==> config.mk <==
export PLATFORM = sky130hd
export DESIGN_NAME = mem_write_buffer
export DESIGN_NICKNAME = d
export VERILOG_FILES = /design/src/rtl/mem_write_buffer.sv
export SDC_FILE = /design/constraint.sdc
export NUM_CORES = 1
export LEC_CHECK = 0
export ABC_AREA = 1
export CELL_PAD_IN_SITES_DETAIL_PLACEMENT = 0
export CELL_PAD_IN_SITES_GLOBAL_PLACEMENT = 1
export CORE_AREA = 2 2 204 206
export CTS_CLUSTER_DIAMETER = 100
export CTS_CLUSTER_SIZE = 30
export DETAILED_ROUTE_END_ITERATION = 8
export DIE_AREA = 0 0 206 208
export PLACE_DENSITY_LB_ADDON = 0.08
export SLEW_MARGIN = 40
export SYNTH_ARGS = -nofsm -noshare
export SYNTH_HDL_FRONTEND = slang
export SYNTH_SLANG_ARGS = --single-unit
export TNS_END_PERCENT = 100
==> constraint.sdc <==
create_clock -name clk -period 13.3 [get_ports clk]
set_input_delay 2.66 -clock clk [delete_from_list [all_inputs] [get_ports clk]]
set_output_delay 2.66 -clock clk [all_outputs]
set_load 0.03 [all_outputs]
==> src/rtl/mem_write_buffer.sv <==
// rtl/mem_write_buffer.sv - store buffer between core data port and single-port ram
// Optional load forwarding from queued stores: define WBUF_FWD_EN.
module mem_write_buffer #(
  parameter int DEPTH = 4
) (
  input  logic        clk,
  input  logic        rst,
  input  logic        cpu_we,
  input  logic        cpu_re,
  input  logic        cpu_sync,
  input  logic [31:0] cpu_addr,
  input  logic [31:0] cpu_d_in,
  output logic [31:0] cpu_d_out,
  output logic        cpu_stall,
  output logic        ram_we,
  output logic [31:0] ram_addr,
  output logic [31:0] ram_d_in,
  input  logic [31:0] ram_d_out
);

  localparam int PW = $clog2(DEPTH);
  localparam int CW = PW + 1;
  localparam logic [CW-1:0] FULL_CNT = CW'(DEPTH);

  logic [29:0]   waddr_q [DEPTH];
  logic [31:0]   data_q  [DEPTH];
  logic [PW-1:0] head_q, head_d;
  logic [PW-1:0] tail_q, tail_d;
  logic [CW-1:0] count_q, count_d;

  logic          full;
  logic          empty;
  logic          hit;
  logic          hazard;
  logic          load_own;
  logic          drain;
  logic          enq;
  logic [PW-1:0] idx;
`ifdef WBUF_FWD_EN
  logic [31:0]   hit_data;
`endif

  assign full  = (count_q == FULL_CNT);
  assign empty = (count_q == '0);

  // Scan oldest to youngest so the last match wins; the draining head is still valid.
  always_comb begin
    hit = 1'b0;
    idx = '0;
`ifdef WBUF_FWD_EN
    hit_data = '0;
`endif
    for (int i = 0; i < DEPTH; i++) begin
      idx = head_q + PW'(i);
      if ((CW'(i) < count_q) && (waddr_q[idx] == cpu_addr[31:2])) begin
        hit = 1'b1;
`ifdef WBUF_FWD_EN
        hit_data = data_q[idx];
`endif
      end
    end
  end

`ifdef WBUF_FWD_EN
  assign hazard = 1'b0;
`else
  assign hazard = cpu_re & ~cpu_we & hit;
`endif

  assign cpu_stall = (cpu_we & full) | (cpu_sync & ~empty) | hazard;
  assign load_own  = cpu_re & ~cpu_stall;
  // Gated by rst so stores pending at reset never reach ram.
  assign drain     = ~rst & ~load_own & ~empty;
  assign enq       = ~rst & cpu_we & ~cpu_stall;

  assign ram_we   = drain;
  assign ram_addr = drain ? {waddr_q[head_q], 2'b00} : cpu_addr;
  assign ram_d_in = drain ? data_q[head_q] : 32'h0;

  always_comb begin
    cpu_d_out = ram_d_out;
    if (cpu_we && cpu_re) begin
      cpu_d_out = 32'h0;
    end
`ifdef WBUF_FWD_EN
    else if (hit) begin
      cpu_d_out = hit_data;
    end
`endif
  end

  assign head_d  = head_q + PW'(drain);
  assign tail_d  = tail_q + PW'(enq);
  assign count_d = count_q + CW'(enq) - CW'(drain);

  always_ff @(posedge clk) begin
    if (rst) begin
      head_q  <= '0;
      tail_q  <= '0;
      count_q <= '0;
    end else begin
      head_q  <= head_d;
      tail_q  <= tail_d;
      count_q <= count_d;
    end
  end

  always_ff @(posedge clk) begin
    if (enq) begin
      waddr_q[tail_q] <= cpu_addr[31:2];
      data_q[tail_q]  <= cpu_d_in;
    end
  end

endmodule

==> metrics.csv, run 1 <==
stage,metric,value,unit
timing,slew_violations,0,
power_and_ir_drop,p_per_area,166,nW/um^2
clocking,cts_buffers,14,
power_and_ir_drop,cellLeakagePower,7.80,nW
clocking,clock_latency,0.51,ns
global_route,grt_max_degree,96,
yosys,synth_cell_type_count,26,
run_status,outcome,finished clean,
timing,tns,0,ns
global_route,grt_pass1_wl,71700,um
floorplan,core-area,40600,sq um
setup_path,r2r_slack,7.18,ns
clocking,ctsResizeCount,0,
global_route,grt_antenna_before_repair,1,
layout,mostFrequentLayoutCells,"nand2_1, nand3_1, edfxtp_1",
route,drt-initial-drc-count,908,
flow_run,drv_cap,0,
timing,hold_viol_final,0,
route,wl_per_cell,17.7,um
setup_path,rr_startpoint,head_q[1],
layout,drive_gt1_share,3.08,%
setup_path,cp.arrival,6.74,ns
floorplan,initial_core_util,36.7,%
yosys,yosys_warnings,0,
yosys,ys_seq_area_share,51.0,%
placement,place_congestion,0.827,
timing,fin_skew,0.0228,ns
min_path,min-delay-start,tail_q[1],
placement,dp_hpwl,30300,um
setup_path,cp-startpoint,cpu_addr[16],
floorplan,ioPinCount,199,
clocking,postCtsSetupBuffers,0,
timing,fmax,0.106,GHz
route,vias,13148,
clocking,cts_hold_buf,0,
yosys,synth_area_per_cell,7.58,sq um
yosys,ys_ff_latch,255,
layout,syn_to_final_growth,19.0,%
timing,min_period,9.40,ns
route,dr.pass1.iters,5,
global_route,grt_pass1_vias,12284,
floorplan,die_h,208,um
global_route,grt_use_total,21.7,%
route,drtAntennaViolNets,0,
setup_path,start_kind,input pin,
setup_path,end_kind,output pin,
floorplan,die_area,42800,sq um
floorplan,dieWidth,206,um
yosys,yosysTopAreaCell,edfxtp_1,
clocking,clock_sinks,255,
timing,whs,0.602,ns
layout,fill_cells,4139,
yosys,synth_nets,2072,
timing,timing_worst_slew_pin_value,0.847,ns
global_route,grt.overflow.total,0,
power_and_ir_drop,p_total,2.95,mW
min_path,hp-class,flop to flop,
clocking,cts_htree_levels,1,
layout,layout_commonest_cell,nand2_1,
route,postRouteWirelength,46900,um
setup_path,required,10.64,ns
clocking,cts_buffer_depth,3,
setup_path,path_class,input pin to output pin,
yosys,netlist_area,14900,sq um
yosys,synth.area.top_cells,"edfxtp_1, nand2_1, nand3_1, nor2_1, inv_1",
clocking,root_buffer,clkbuf_16,
floorplan,rows,74,
route,vias_per_cell,4.97,
timing,finalCritPeriodShare,70.7,%
route,drc,0,
timing,setup-violations-final,0,
power_and_ir_drop,vdd_drop_max,101,uV
timing,rsz0062_at_grt,false,
clocking,cts_tree,built,
yosys,synth.top_cell.area_share,50.0,%
setup_path,cp_max_fo,63,
placement,port_buffers,198,
layout,nets,2213,
clocking,clk_pin_slew,0.11,ns
yosys,synth_cells,1964,
timing,maxSlewHeadroom,43.5,%
[power breakdown]
part           internal, mW  switching, mW
combinational         0.455           1.02
clock                 0.248          0.268
sequential            0.936         0.0231
total                  1.64           1.31
[Yosys cell counts]
library cell    n
a21oi_1        37
a221oi_1       32
and2_1          1
buf_1           9
buf_2          27
buf_4          19
buf_6           8
clkbuf_1       28
dfxtp_1         7
edfxtp_1      248
fa_1            1
ha_1            6
inv_1         145
inv_2           5
nand2_1       934
nand2_4         1
nand3_1       260
nand3_2         1
nor2_1        148
nor2_2         10
nor3_1          4
o21ai_0        20
o21ai_1         4
o22ai_1         1
xnor2_1         2
xor2_1          6
[flip-flops by register name, summed over array words and instances, names as in the netlist]
| signal | count |
|---|---|
| count_q | 3 |
| waddr_q | 120 |
| tail_q | 2 |
| data_q | 128 |
| head_q | 2 |
[per-layer routing]
metal / wire length (um) / up-vias / GRT usage [%]
li1: - / 6638 / -
met1: 21100 / 6190 / 29.9
met2: 22700 / 266 / 36.5
met3: 1970 / 54 / 2.49
met4: 1120 / 0 / 5.27
met5: 0 / - / 0
[worst max-delay path: stages]
cell,delay (ns)
clkdlybuf4s50_1,0.70
inv_1,0.14
nand2_1,0.09
nand2_1,0.05
nor2_1,0.34
nand2_1,0.10
nor2_1,0.18
nand2_1,0.08
nor2_1,0.10
nor2_1,0.05
nand2_1,0.11
nand2_1,0.11
nand3_2,0.08
buf_4,0.44
nand2_8,0.47
inv_1,0.31
clkdlybuf4s50_1,0.71
[through the flow]
step	setup slack, ns	std cells	cell area, sq um	util [%]
after floorplan	4.89	1964	14900	-
after global placement	3.69	2621	17200	42.4
after detailed placement	3.90	2621	17200	42.5
after CTS	3.88	2643	17700	43.7
after global routing	3.56	2643	17700	43.7
final	3.90	2644	17700	43.7
[final timing paths]
path	endpoint	cells past startpoint
max	ram_we	17
min	tail_q[1]	2
max reg2reg	count_q[2]	26
min reg2reg	tail_q[1]	2
[logic make-up (layout without fill, tap and decap cells)]
logic type      Yosys count  in the layout  share of synthesized area, %
compound gates           94             94                          3.98
xor+xnor                  8              8                         0.471
fa+ha+maj                 7              7                         0.639
buf+inv                 241            388                          7.19
flops                   255            255                          51.0
other cells               0              1                             0
simple gates           1359           1359                          36.8
[cell type report]
type	instances	area [sq um]	share of cell area [%]
sequential	255	7590	42.9
multi-input combinational	1468	6280	35.4
timing repair buffer	216	2140	12.1
tap	532	666	3.76
inverter	150	568	3.21
clock buffer	16	379	2.14
clock inverter	6	88.8	0.501
antenna	1	2.50	0.0141
Note: power is estimated with default switching activity, not from simulation.
==> run 2, diff against run 1 <==
- clock period: 13.3 -> 9.8 ns (I/O delays scaled with it)
==> run 2 against run 1 <==
Die area is the same. Sequential cell count is the same. Combinational power grew 36%. Sequential power grew 36%. Critical path type unchanged.
==> metrics.csv, run 2 (synthesis results as in run 1) <==
stage,metric,value,unit,change
floorplan,dieWidth,206,um,unchanged
power_and_ir_drop,p_per_area,227,nW/um^2,+36%
floorplan,core-area,40600,sq um,unchanged
setup_path,cp.arrival,5.99,ns,-0.75 ns
setup_path,crit_buf_inv,4,,-1
clocking,cts_hold_buf,0,,unchanged
layout,nets,2216,,+0.14%
layout,drive_gt1_share,3.31,%,+0.23 points
power_and_ir_drop,p_total,4.03,mW,+37%
setup_path,worstRegToRegCells,25,,-3.8%
global_route,grt_use_total,21.9,%,+0.12 points
timing,slew_violations,0,,unchanged
run_status,outcome,finished clean,,
setup_path,required,7.84,ns,-2.80 ns
min_path,hp-class,flop to flop,,
layout,layout_commonest_cell,nand2_1,,
layout,final_cells,2649,,+0.19%
setup_path,start_kind,input pin,,
route,drtAntennaViolNets,0,,unchanged
layout,finish.utilization,43.8,%,+0.15 points
placement,port_buffers,198,,unchanged
global_route,grt_max_degree,67,,-30%
setup_path,worstPathCellList,"clkdlybuf4s50_1, inv_1, nand3_1, nand2_1, nor2_1, nand2_1, nor2_1, nand2_1, nor2_1, nor2_1, nand2_1, nand2_1, nand3_2, buf_4, nand2_8, nor2_1, clkdlybuf4s50_1",,
min_path,min-delay-start,tail_q[1],,
clocking,postCtsSetupBuffers,0,,unchanged
setup_path,slowest_stage,clkdlybuf4s50_1,,
setup_path,path_class,input pin to output pin,,
route,vias_per_cell,4.98,,+0.23%
setup_path,critPathTopFamily,buffers and inverters,,
clocking,clock_sinks,255,,unchanged
clocking,cts_htree_levels,1,,unchanged
floorplan,rows,74,,unchanged
route,postRouteWirelength,47100,um,+0.52%
layout,largest_reg_flops,128,,unchanged
floorplan,die_area,42800,sq um,unchanged
floorplan,initial_core_util,36.7,%,unchanged
clocking,cts_buffer_depth,3,,unchanged
power_and_ir_drop,vdd_drop_max,126,uV,+26%
layout,mostFrequentLayoutCells,"nand2_1, nand3_1, edfxtp_1",,
clocking,ctsResizeCount,0,,unchanged
layout,largest_register,data_q,,
placement,dp_hpwl,31000,um,+2.4%
route,vias,13203,,+0.42%
route,wl_per_cell,17.8,um,+0.33%
layout,fill_cells,4157,,+0.43%
clocking,cts_tree,built,,
power_and_ir_drop,cellLeakagePower,7.84,nW,+0.48%
timing,maxSlewHeadroom,46.6,%,+3.0 points
setup_path,critical-path-max-stage-delay,0.73,ns,+0.02 ns
layout,register_area,7590,sq um,unchanged
setup_path,rr_startpoint,head_q[0],,
timing,whs,0.625,ns,+0.0230 ns
clocking,cts_buffers,15,,+1
placement,place_congestion,0.855,,+3.4%
floorplan,ioPinCount,199,,unchanged
timing,hold_viol_final,0,,unchanged
clocking,clock_latency,0.52,ns,about the same
global_route,grt.overflow.total,0,,unchanged
timing,timing_worst_slew_pin_value,0.801,ns,-0.0455 ns
clocking,root_buffer,clkbuf_16,,
timing,tns,0,ns,unchanged
global_route,grt_pass1_vias,12648,,+3.0%
route,dr.pass1.iters,5,,unchanged
setup_path,cp_max_fo,63,,unchanged
layout,syn_to_final_growth,19.4,%,
setup_path,r2r_slack,4.25,ns,-2.93 ns
timing,setup-violations-final,0,,unchanged
setup_path,r2r_end,count_q[2],,
global_route,grt_antenna_before_repair,1,,unchanged
timing,rsz0062_at_grt,false,,
global_route,grt_pass1_wl,72300,um,+0.85%
min_path,whs_path_depth,2,,unchanged
setup_path,end_kind,output pin,,
timing,min_period,7.95,ns,
timing,finalCritPeriodShare,81.1,%,
layout,reg_top3,"data_q: 128 flops, waddr_q: 120 flops, count_q: 3 flops",,
timing,fin_skew,0.0239,ns,+0.00111 ns
layout,multi_input_area,6300,sq um,+0.30%
route,drt-initial-drc-count,820,,-9.7%
flow_run,drv_cap,0,,unchanged
route,drc,0,,unchanged
placement,dp.cells,2623,,+0.076%
floorplan,die_h,208,um,unchanged
min_path,hold_end,tail_q[1],,
clocking,clk_pin_slew,0.11,ns,about the same
timing,fmax,0.126,GHz,
==> run 2: cell count changes in the layout (fill, tap and decap cells not counted), moves of 2 or more <==
cell | before | now
buf_6 | 6 | 1
inv_16 | 0 | 3
bufinv_16 | 2 | 0
nand2_2 | 2 | 0
buf_4 | 12 | 19
==> run 2: worst max-delay path by stage <==
stage                        end  slack [ns]    startpoint  depth (start not counted)
detailed placement  ram_d_in[28]        1.75   cpu_addr[8]                         17
finish              ram_d_in[18]        1.85  cpu_addr[18]                         17
CTS                 ram_d_in[28]        1.75   cpu_addr[8]                         17
global route        ram_d_in[28]        1.53  cpu_addr[18]                         17
global placement    ram_d_in[28]        1.46   cpu_addr[8]                         17
floorplan           data_q[0][0]        2.09  cpu_addr[26]                         13
==> run 2: worst min-delay path, cell delays in order (launching register included) <==
cell     delay [ns]
dfxtp_1        0.39
xnor2_1        0.17
nor2_1         0.04
==> run 2: where the power goes <==
group	switching [mW]	internal (mW)
Combinational	1.38	0.617
Sequential	0.0300	1.27
Clock	0.417	0.315
==> run 2: metrics by stage <==
step / setup WS, ns / area, sq um
after global placement: 1.46 / 17200
final: 1.85 / 17800
after CTS: 1.75 / 17800
after global routing: 1.53 / 17800
after floorplan: 2.09 / 14900
after detailed placement: 1.75 / 17200
==> run 2: metal layers <==
layer  global-route usage [%]  wire length (um)  vias up
li1                         -                 -     6646
met1                     29.3             21200     6231
met2                     38.0             23100      278
met3                     2.37              1950       48
met4                     4.53               942        0
met5                        0                 0        -
==> run 2: area by class of cell <==
class | count | share of cell area (%)
Antenna cell | 1 | 0.0141
Clock buffer | 17 | 2.15
Clock inverter | 8 | 0.760
Inverter | 150 | 3.18
Multi-Input combinational cell | 1468 | 35.4
Sequential cell | 255 | 42.7
Tap cell | 532 | 3.74
Timing Repair Buffer | 218 | 12.0
==> run 3, diff against run 2 <==
- clock period: 9.8 -> 7.9 ns (I/O delays scaled with it)
==> run 3 against run 2 <==
Sequential power rose by 25%. Non-clock buffer count is 1 higher. Sequential cell count stayed put. Register-to-register slack got worse by 1.3 ns. Critical path depth is the same. Cell count about the same. Clock power rose by 22%. Global-route usage rose by 0.053 points. Wire length increased by 0.61%. Utilization about the same. Critical endpoint is now ram_d_in[28]. Largest power group unchanged.
==> metrics.csv, run 3 (synthesis results as in run 1) <==
stage,metric,value,unit,change
run_status,outcome,finished clean,,
setup_path,required,6.32,ns,-1.52 ns
placement,place_congestion,0.821,,-4.0%
layout,reg_top3,"data_q: 128 flops, waddr_q: 120 flops, count_q: 3 flops",,
placement,place_ws,1.03,ns,-0.723 ns
layout,register_area,7590,sq um,unchanged
layout,multi_input_area,6270,sq um,-0.54%
power_and_ir_drop,swShare,44.8,%,-0.62 points
global_route,grt_max_degree,157,,+130%
clocking,clock_latency,0.52,ns,about the same
layout,drive_gt1_share,3.36,%,+0.047 points
layout,largest_reg_flops,128,,unchanged
clocking,cts_buffer_depth,3,,unchanged
route,dr.pass1.iters,5,,unchanged
setup_path,r2r_end,waddr_q[2][22],,
min_path,hold_end,tail_q[1],,
clocking,cts_hold_buf,0,,unchanged
floorplan,ioPinCount,199,,unchanged
layout,mostFrequentLayoutCells,"nand2_1, nand3_1, edfxtp_1",,
timing,slew_violations,0,,unchanged
timing,min_period,6.88,ns,
timing,fin_ws,1.02,ns,-0.827 ns
power_and_ir_drop,vdd_drop_max,190,uV,+50%
layout,fill_cells,4147,,-0.24%
route,vias,13297,,+0.71%
route,postRouteWirelength,47400,um,+0.61%
clocking,cts_tree,built,,
timing,rsz0062_at_grt,false,,
floorplan,initial_core_util,36.7,%,unchanged
layout,layout_commonest_cell,nand2_1,,
timing,maxSlewHeadroom,44.5,%,-2.0 points
timing,fin_skew,0.0214,ns,-0.00252 ns
placement,port_buffers,198,,unchanged
floorplan,die_area,42800,sq um,unchanged
layout,nets,2216,,unchanged
timing,timing_worst_slew_pin_value,0.832,ns,+0.0305 ns
route,vias_per_cell,5.02,,+0.67%
timing,fmax,0.145,GHz,
clocking,cts_buffers,14,,-1
route,drtAntennaViolNets,0,,unchanged
setup_path,worstRegToRegCells,20,,-20%
min_path,whs_path_depth,2,,unchanged
setup_path,rr_startpoint,head_q[0],,
route,drc,0,,unchanged
global_route,grt_antenna_before_repair,2,,+1
setup_path,cp.arrival,5.30,ns,-0.69 ns
power_and_ir_drop,seqPwrFrac,32.3,%,about the same
min_path,hp-class,flop to flop,,
layout,largest_register,data_q,,
floorplan,rows,74,,unchanged
clocking,clock_sinks,255,,unchanged
global_route,grt.overflow.total,0,,unchanged
setup_path,start_kind,input pin,,
timing,hold_viol_final,0,,unchanged
setup_path,r2r_slack,2.98,ns,-1.27 ns
floorplan,die_h,208,um,unchanged
power_and_ir_drop,cellLeakagePower,7.86,nW,+0.22%
power_and_ir_drop,p_total,5.00,mW,+24%
timing,setup-violations-final,0,,unchanged
clocking,root_buffer,clkbuf_16,,
route,drt-initial-drc-count,808,,-1.5%
timing,tns,0,ns,unchanged
power_and_ir_drop,p_comb_share,49.8,%,+0.2 points
global_route,grt_pass1_wl,72600,um,+0.31%
setup_path,end_kind,output pin,,
clocking,cts_htree_levels,1,,unchanged
layout,syn_to_final_growth,19.6,%,
power_and_ir_drop,p_per_area,281,nW/um^2,+24%
clocking,ctsResizeCount,0,,unchanged
clocking,postCtsSetupBuffers,0,,unchanged
setup_path,cp_max_fo,34,,-46%
clocking,clk_pin_slew,0.12,ns,about the same
route,wl_per_cell,17.9,um,+0.57%
placement,dp_hpwl,31300,um,+1.0%
power_and_ir_drop,intPower,2.76,mW,+26%
power_and_ir_drop,p_sw,2.24,mW,+22%
global_route,grt_use_total,21.9,%,+0.053 points
floorplan,dieWidth,206,um,unchanged
min_path,min-delay-start,tail_q[1],,
flow_run,drv_cap,0,,unchanged
floorplan,core-area,40600,sq um,unchanged
timing,finalCritPeriodShare,87.1,%,
setup_path,path_class,input pin to output pin,,
power_and_ir_drop,clkPwrFrac,17.9,%,-0.2 points
global_route,grt_pass1_vias,12800,,+1.2%
## run 3: worst max-delay path, stage by stage
cell and delay [ns]:
clkdlybuf4s50_1 0.75, inv_1 0.17, nand3_1 0.14, nand2_1 0.06, nor2_1 0.20, nand2_1 0.08, nor2_1 0.26, nand2_1 0.08
nor2_1 0.11, nor2_1 0.06, nand2_1 0.14, nand2_1 0.12, nand3_2 0.10, nand2_4 0.25, buf_12 0.28, nor2_1 0.19
clkdlybuf4s50_1 0.71
## run 3: power groups by stage
| stage | clock network [mW] | logic, mW | registers [mW] |
|---|---|---|---|
| global route | 0.964 | 2.80 | 1.63 |
| finish | 0.894 | 2.49 | 1.62 |
| global placement | 0 | 2.51 | 1.65 |
| floorplan | 0 | 1.72 | 1.64 |
| CTS | 0.916 | 2.52 | 1.62 |
| detailed placement | 0 | 2.51 | 1.65 |
## run 3: how the worst max path moves through the flow
stage                 startpoint            to  slack, ns  depth (start not counted)
finish              cpu_addr[17]  ram_d_in[28]       1.02                         17
detailed placement  cpu_addr[11]  ram_d_in[28]       1.03                         17
floorplan           cpu_addr[26]  data_q[0][0]       0.57                         13
CTS                 cpu_addr[11]  ram_d_in[28]       1.01                         17
global placement     cpu_addr[8]  ram_d_in[28]       1.01                         17
global route           head_q[0]  ram_d_in[28]       0.71                         20
## run 3: per-layer routing
| metal | track usage (%) | up-vias | wire length (um) |
|---|---|---|---|
| li1 | - | 6666 | - |
| met1 | 29.1 | 6256 | 21000 |
| met2 | 37.4 | 326 | 23000 |
| met3 | 3.04 | 49 | 2370 |
| met4 | 5.71 | 0 | 1060 |
| met5 | 0 | - | 0 |
## run 3: per-stage QoR
stage / instances / util [%] / instance area (sq um) / hold slack, ns
finish: 2650 / 43.9 / 17800 / 0.603
global route: 2649 / 43.9 / 17800 / 0.626
CTS: 2647 / 43.8 / 17800 / 0.601
detailed placement: 2623 / 42.6 / 17300 / 0.582
global placement: 2623 / 42.6 / 17300 / 0.567
floorplan: 1964 / - / 14900 / 0.520
## run 3: cell type report
class,instances,area share [%]
multi-input combinational,1468,35.2
inverter,150,3.18
sequential,255,42.7
antenna,2,0.0281
timing repair buffer,219,12.4
clock buffer,16,2.13
clock inverter,8,0.633
tap,532,3.74
